File: config.mk
export PLATFORM = sky130hd
export DESIGN_NAME = vga_pixel_fetch
export DESIGN_NICKNAME = d
export VERILOG_FILES = /design/src/rtl/vga_pixel_fetch.sv
export SDC_FILE = /design/constraint.sdc
export NUM_CORES = 1
export LEC_CHECK = 0
export CAP_MARGIN = 20
export CORE_MARGIN = 1.5
export CORE_UTILIZATION = 30
export DETAILED_ROUTE_END_ITERATION = 10
export SYNTH_ARGS = -nofsm -noshare
export SYNTH_HDL_FRONTEND = slang
export SYNTH_SLANG_ARGS = --single-unit
export TNS_END_PERCENT = 1
File: constraint.sdc
create_clock -name clk -period 5.15 [get_ports clk]
set_clock_uncertainty 0.1 [all_clocks]
set_input_delay 0.515 -clock clk [delete_from_list [all_inputs] [get_ports clk]]
set_output_delay 0.515 -clock clk [all_outputs]
set_load 0.01 [all_outputs]
File: src/rtl/vga_pixel_fetch.sv
// Framebuffer read stage: streams 8-bpp packed pixels from the cellular RAM
// (asynchronous mode, read-only) through a word FIFO to the VGA timing stage.
module vga_pixel_fetch #(
  parameter logic [25:0] BASE_ADDR   = 26'h0000000,
  parameter int          FRAME_WORDS = 153600,
  parameter int          RD_CYCLES   = 4,
  parameter int          FIFO_DEPTH  = 16
) (
  input  logic        clk,
  input  logic        reset,
  input  logic        frame_start,
  input  logic        pix_rd,
  output logic [7:0]  pixel,
  output logic        pix_valid,
  output logic        underflow,
  output logic [26:1] MemAdr,
  input  logic [15:0] MemDB,
  output logic        MemOE,
  output logic        MemWR,
  output logic        RamCS,
  output logic        RamAdv,
  output logic        RamClk,
  output logic        RamCRE,
  output logic        RamLB,
  output logic        RamUB,
  output logic        FlashCS,
  output logic        FlashRp
);

  localparam int IDX_W = $clog2(FRAME_WORDS + 1);
  localparam int CNT_W = (RD_CYCLES > 1) ? $clog2(RD_CYCLES) : 1;
  localparam int PTR_W = (FIFO_DEPTH > 1) ? $clog2(FIFO_DEPTH) : 1;

  localparam logic [IDX_W-1:0] FW_L     = IDX_W'(FRAME_WORDS);
  localparam logic [CNT_W-1:0] CNT_LAST = CNT_W'(RD_CYCLES - 1);
  localparam logic [PTR_W:0]   DEPTH_L  = (PTR_W + 1)'(FIFO_DEPTH);
  localparam logic [PTR_W:0]   CNT1     = (PTR_W + 1)'(1);

  typedef enum logic [0:0] {S_IDLE = 1'b0, S_READ = 1'b1} state_t;

  state_t             r_state;
  state_t             w_state_nxt;
  logic [IDX_W-1:0]   r_word_idx;
  logic [IDX_W-1:0]   w_idx_inc;
  logic [IDX_W-1:0]   w_issue_idx;
  logic [CNT_W-1:0]   r_cnt;
  logic [25:0]        r_mem_adr;
  logic               r_ram_cs;
  logic               r_mem_oe;
  logic [15:0]        r_fifo [FIFO_DEPTH];
  logic [PTR_W-1:0]   r_wr_ptr;
  logic [PTR_W-1:0]   r_rd_ptr;
  logic [PTR_W:0]     r_count;
  logic               r_byte_sel;
  logic               r_underflow;
  logic               w_done;
  logic               w_push;
  logic               w_pop;
  logic               w_valid;
  logic               w_issue;
  logic [15:0]        w_head;

  assign w_idx_inc = r_word_idx + IDX_W'(1);
  assign w_valid   = (r_count != {(PTR_W + 1){1'b0}});
  assign w_done    = (r_state == S_READ) && (r_cnt == CNT_LAST);
  assign w_push    = w_done && !frame_start;
  assign w_pop     = pix_rd && w_valid && r_byte_sel && !frame_start;
  assign w_head    = r_fifo[r_rd_ptr];

  // Issue decision: the in-flight word is counted against FIFO room, and a
  // completing read already counts the word it is pushing.
  always_comb begin
    w_state_nxt = r_state;
    w_issue     = 1'b0;
    w_issue_idx = r_word_idx;
    if (frame_start) begin
      w_state_nxt = S_IDLE;
    end else begin
      case (r_state)
        S_IDLE: begin
          if ((r_count < DEPTH_L) && (r_word_idx < FW_L)) begin
            w_state_nxt = S_READ;
            w_issue     = 1'b1;
          end else begin
            w_state_nxt = S_IDLE;
          end
        end
        S_READ: begin
          if (w_done) begin
            w_issue_idx = w_idx_inc;
            if (((r_count + CNT1) < DEPTH_L) && (w_idx_inc < FW_L)) begin
              w_state_nxt = S_READ;
              w_issue     = 1'b1;
            end else begin
              w_state_nxt = S_IDLE;
            end
          end else begin
            w_state_nxt = S_READ;
          end
        end
        default: begin
          w_state_nxt = S_IDLE;
        end
      endcase
    end
  end

  // FSM state register
  always_ff @(posedge clk) begin
    if (reset) begin
      r_state <= S_IDLE;
    end else begin
      r_state <= w_state_nxt;
    end
  end

  // RAM access control: address, strobes, access timer and frame word index
  always_ff @(posedge clk) begin
    if (reset || frame_start) begin
      r_mem_adr  <= BASE_ADDR;
      r_ram_cs   <= 1'b1;
      r_mem_oe   <= 1'b1;
      r_cnt      <= {CNT_W{1'b0}};
      r_word_idx <= {IDX_W{1'b0}};
    end else begin
      if (w_done) begin
        r_word_idx <= w_idx_inc;
      end else begin
        r_word_idx <= r_word_idx;
      end
      if (w_issue) begin
        r_mem_adr <= BASE_ADDR + 26'(w_issue_idx);
        r_ram_cs  <= 1'b0;
        r_mem_oe  <= 1'b0;
        r_cnt     <= {CNT_W{1'b0}};
      end else if ((r_state == S_READ) && !w_done) begin
        r_cnt <= r_cnt + CNT_W'(1);
      end else begin
        r_ram_cs <= 1'b1;
        r_mem_oe <= 1'b1;
      end
    end
  end

  // FIFO storage; contents need no reset because occupancy is tracked separately
  always_ff @(posedge clk) begin
    if (w_push) begin
      r_fifo[r_wr_ptr] <= MemDB;
    end
  end

  // FIFO pointers, occupancy and byte selector (low byte of each word first)
  always_ff @(posedge clk) begin
    if (reset || frame_start) begin
      r_wr_ptr   <= {PTR_W{1'b0}};
      r_rd_ptr   <= {PTR_W{1'b0}};
      r_count    <= {(PTR_W + 1){1'b0}};
      r_byte_sel <= 1'b0;
    end else begin
      if (w_push) begin
        r_wr_ptr <= r_wr_ptr + PTR_W'(1);
      end
      if (w_pop) begin
        r_rd_ptr <= r_rd_ptr + PTR_W'(1);
      end
      case ({w_push, w_pop})
        2'b10:   r_count <= r_count + CNT1;
        2'b01:   r_count <= r_count - CNT1;
        default: r_count <= r_count;
      endcase
      if (pix_rd && w_valid) begin
        r_byte_sel <= ~r_byte_sel;
      end
    end
  end

  // Sticky underflow flag, cleared only by reset
  always_ff @(posedge clk) begin
    if (reset) begin
      r_underflow <= 1'b0;
    end else if (pix_rd && !w_valid && !frame_start) begin
      r_underflow <= 1'b1;
    end else begin
      r_underflow <= r_underflow;
    end
  end

  assign pixel     = !w_valid ? 8'h00 : (r_byte_sel ? w_head[15:8] : w_head[7:0]);
  assign pix_valid = w_valid;
  assign underflow = r_underflow;
  assign MemAdr    = r_mem_adr;
  assign MemOE     = r_mem_oe;
  assign RamCS     = r_ram_cs;
  assign MemWR     = 1'b1;
  assign RamAdv    = 1'b0;
  assign RamClk    = 1'b0;
  assign RamCRE    = 1'b0;
  assign RamLB     = 1'b0;
  assign RamUB     = 1'b0;
  assign FlashCS   = 1'b1;
  assign FlashRp   = 1'b1;

endmodule

Word level (Yosys, flattened, before mapping)
Memory sizes are Yosys's and may differ from the RTL's. A register that Yosys moved wholly into a read port is not among the register bits. Index checks and enable logic that the tools add are counted.

RAM bits: 256. Memories: 1. Logic and storage cells: 64. Output and inout bits: 46. Register bits after elaboration: 55. Input bits: 20.

Memories: r_fifo (words 16, bits a word 16, rd ports 1, clocked after Yosys merged registers in 1, wr ports 1, line 50) `logic [15:0] r_fifo [FIFO_DEPTH];`.

Bitwise gates (word level): 2. Equal/unequal tests: 4. Magnitude comparators: 4. Add/subtract/negate cells: 6. Muxes and demuxes: 19. Reduce and logical (&&, ||, !) cells: 18.

Operators with widths (count): two-way mux 18 bit (3); < comparator 18 bit (second input constant) (2); adder 18 x 1 -> 18 bit (second input constant) (1); two-way mux 8 bit (2); logical AND 1 bit (10); < comparator 5 bit (second input constant) (2); case mux 5 bit (2 select lines) (1); two-way mux 1 bit (9); adder 4 x 1 -> 4 bit (second input constant) (2); two-way mux 4 bit (2); adder 5 x 1 -> 5 bit (second input constant) (1); nonzero test 5 bit (1); subtractor 5 x 1 -> 5 bit (second input constant) (1); equality test 2 bit (second input constant) (2); case mux 1 bit (2 select lines) (2); OR reduction 2 bit (2); zero test 1 bit (3); adder 2 x 1 -> 2 bit (second input constant) (1); equality test 2 x 1 -> 1 bit (second input constant) (1); inequality test 2 bit (second input constant) (1); inverter 1 bit (2); nonzero test 2 bit (1); logical OR 1 bit (1).

Depth between registers and ports, before layout
Depth in word-level cells: 8. Depth in mapped cells: 13.

Worst setup path before layout
No wires, ideal clock.

Kind: register to output. Start: register (tool-made name). End: output pixel[0]. Stages on the path, launching flop included: 7. Setup slack: 2.363 ns. Arrival time: 2.172 ns. Path buffers: 2. Cells stage by stage: dfxtp_1 clkbuf_1 buf_2 mux4_2 mux4_2 mux2i_1 nor2_1.

RTL lines: end: declaration (line 13) `output logic [7:0] pixel,`.

==> flow_metrics.tcl <==
set metrics [dict create \
    status "finished clean" \
    cts_tree "done" \
    final.period_utilization_pct 80.81 \
    setup_viol 0 \
    cts_hold_buf 0 \
    ys_ff_latch 315 \
    netlist-cell-type-count 53 \
    placeableCoreArea_sq_um 42040 \
    p_leak_nw 4.658 \
    drtAntennaViolNets 0 \
    drc 0 \
    clockPowerShare_pct 42.8 \
    netlist_area_sq_um 12800 \
    placed_area_sq_um 13970 \
    cts_buffers 30 \
    seqPwrFrac_pct 55.8 \
    io_buffers 49 \
    post-synth-top-area-cell "edfxtp_1" \
    rr_worst_depth 7 \
    ys_warn_count 0 \
    synth-edff-count 256 \
    pin_count 66 \
    slew_viol_final 0 \
    vias 6674 \
    netSwitchingFraction_pct 20.03 \
    maxSlewHeadroom_pct 28.92 \
    drtPass1Iterations 4 \
    switchingPower_w 0.0009882 \
    async_flop_share_pct 0 \
    yosysTopAreaCellShare_pct 60.05 \
    hpwl_microns 16580 \
    cp-end-kind "output port" \
    r2r-end "MemAdr[6]$_SDFFE_PP0P_" \
    crit_path_end "pixel[0]" \
    design_area_sq_um 14910 \
    area_growth_pct 16.49 \
    internal_power_w 0.003945 \
    max_freq_ghz 0.2403 \
    viasPerCell 4.893 \
    multi_input_area_sq_um 3702 \
    p_per_area_nw_per_um2 330.8 \
    clkSlewWorstSetupHoldPaths_ns 0.06 \
    arrival_ns 3.55 \
    worst_slack_ns 0.9880 \
    cts_root_buf "clkbuf_16" \
    synth_flop_cell "edfxtp_1" \
    ys_seq_area_share_pct 69.27 \
    die_w_microns 209.6 \
    r2r-start "r_word_idx[0]$_SDFF_PP0_" \
    post_cts_resized 0 \
    grt_max_degree 36 \
    grt_pass1_vias 6804 \
    clkSinkCount 315 \
    syn_inst 739 \
    crit_required_ns 4.53 \
    grt.busiest_layer "met2" \
    synth_area_leaders "edfxtp_1 60%, mux4_2 14%, dfxtp_1 9.2%" \
    ff_latch_area_sq_um 8874 \
    tightest_slew_ns 1.065 \
    hold_start "underflow$_SDFFE_PP0P_" \
    dpl_worst_slack_ns 1.522 \
    finalCriticalPeriod_ns 4.162 \
    grt_usage_pct 12.74 \
    combinationalPowerShare_pct 1.4 \
    use_met3_pct 1.751 \
    die_area_sq_um 43920 \
    fin_nets 831 \
    cp_max_fo 35 \
    peakVddDrop_v 0.0002652 \
    drt-initial-drc-count 567 \
    antenna_found_initial 1 \
    place_congestion 0.8120 \
    dp.cells 1308 \
    maxCapViolCount 0 \
    path_class "reg2out" \
    grt_util_met1_pct 16.51 \
    start_util_pct 30.45 \
    cts_buffer_depth 3 \
    drt-total-wl_microns 27760 \
    clk_latency_ns 0.56 \
    fill_cells 3887 \
    postSynthAreaPerCell_sq_um 17.32 \
    min_path_type "reg2reg" \
    grt_pass1_wl_microns 42210 \
    wire_per_inst_microns 20.35 \
    drive_above_1_share_pct 21.09 \
    die_h_microns 209.6 \
    overflow 0 \
    hold_violations 0 \
    post_cts_buffers 0 \
    r2r_slack_ns 2.09 \
    setup_tns_ns 0 \
    rows 75 \
    fin_cells 1364 \
    finalPower_w 0.004933 \
    htreeDepth 1 \
    startpoint_type "register" \
    antenna_cells 0 \
    grt_setup_unrepaired "no" \
    grtUsageMet2_pct 22.05 \
]
-- layout make-up --
type                       instances  area share [%]
multi-input combinational        370           24.83
timing repair buffer              71           4.480
inverter                          13          0.3272
sequential                       315           59.50
clock inverter                    19           1.133
tap                              539           4.522
clock buffer                      37           5.210
-- through the flow --
step           hold slack (ns)  util [%]
3_3_place_gp            0.3575     33.22
2_1_floorplan           0.3817         -
4_1_cts                 0.3932     35.47
6_report                0.3864     35.47
3_5_place_dp            0.3755     33.22
5_1_grt                 0.4310     35.47
-- synthesized netlist by cell type, drive strengths merged (3+ instances only) --
library cell / instances
edfxtp: 256
mux4: 80
nor2: 60
dfxtp: 59
buf: 31
nand2: 29
clkbuf: 24
and2: 17
xor2: 17
a21oi: 14
inv: 13
nand3: 13
nor3: 13
mux2: 11
mux2i: 11
nand4: 11
ha: 10
xnor2: 10
nor4: 9
a31oi: 5
o21ai: 5
and3: 4
o221ai: 4
a211o: 3
a211oi: 3
a21o: 3
nand2b: 3
-- power groups by stage --
stage	Sequential, W	Clock [W]	Combinational [W]
2_1_floorplan	0.00281	0	0.0000311
3_3_place_gp	0.00281	0	0.0000668
3_5_place_dp	0.00281	0	0.0000696
4_1_cts	0.00275	0.00216	0.0000696
5_1_grt	0.00275	0.00225	0.0000766
6_report	0.00275	0.00211	0.0000688
-- critical path, stage by stage, from the launching register on --
cell and delay [ns]:
dfxtp_4 0.86, buf_12 0.32, mux4_2 0.53, mux4_2 0.51, mux2i_1 0.15, nor2_1 0.09, clkdlybuf4s50_1 0.50
-- flip-flops by register name, summed over array words and instances, names as in the netlist, named ones only --
signal and cells:
underflow 1, MemOE 1, r_fifo 256, r_byte_sel 1
r_word_idx 18, MemAdr 18, r_cnt 2, r_rd_ptr 4
r_state 1, r_count 5, r_wr_ptr 4
-- layout by cell type (no fill, tap or decap), types with 12 or more instances in the layout --
cell / instances
xor2_1: 17
and2_1: 17
nand3_1: 12
conb_1: 16
buf_4: 21
clkbuf_16: 30
nand2_1: 28
edfxtp_1: 256
nor2_1: 47
mux4_2: 80
a21oi_1: 14
dfxtp_1: 57
inv_1: 12
clkdlybuf4s50_1: 49
-- cells by family after synthesis --
family / Yosys count / synth area share (%)
flip-flops: 315 / 69.27
AND/OR/NAND/NOR: 167 / 6.558
multiplexers: 102 / 15.90
buffers and inverters: 68 / 2.649
AO/OA/AOI/OAI: 48 / 2.737
XOR/XNOR: 27 / 1.847
adder cells (fa/ha/maj): 10 / 0.9773
other: 2 / 0.05866
-- layer usage --
layer | up-vias | wire length [microns]
li1 | 2989 | -
met1 | 3466 | 11800
met2 | 167 | 14020
met3 | 50 | 1255
met4 | 2 | 665
met5 | - | 13
-- worst min path at each step --
stage / endpoint / cells past startpoint / slack (ns)
after global placement: underflow$_SDFFE_PP0P_ / 2 / 0.36
final: underflow$_SDFFE_PP0P_ / 2 / 0.39
after CTS: underflow$_SDFFE_PP0P_ / 2 / 0.39
after detailed placement: underflow$_SDFFE_PP0P_ / 2 / 0.38
after floorplan: r_wr_ptr[1]$_SDFFE_PP0P_ / 2 / 0.38
after global routing: underflow$_SDFFE_PP0P_ / 2 / 0.43
No activity file was read; power rests on OpenSTA's default activity.
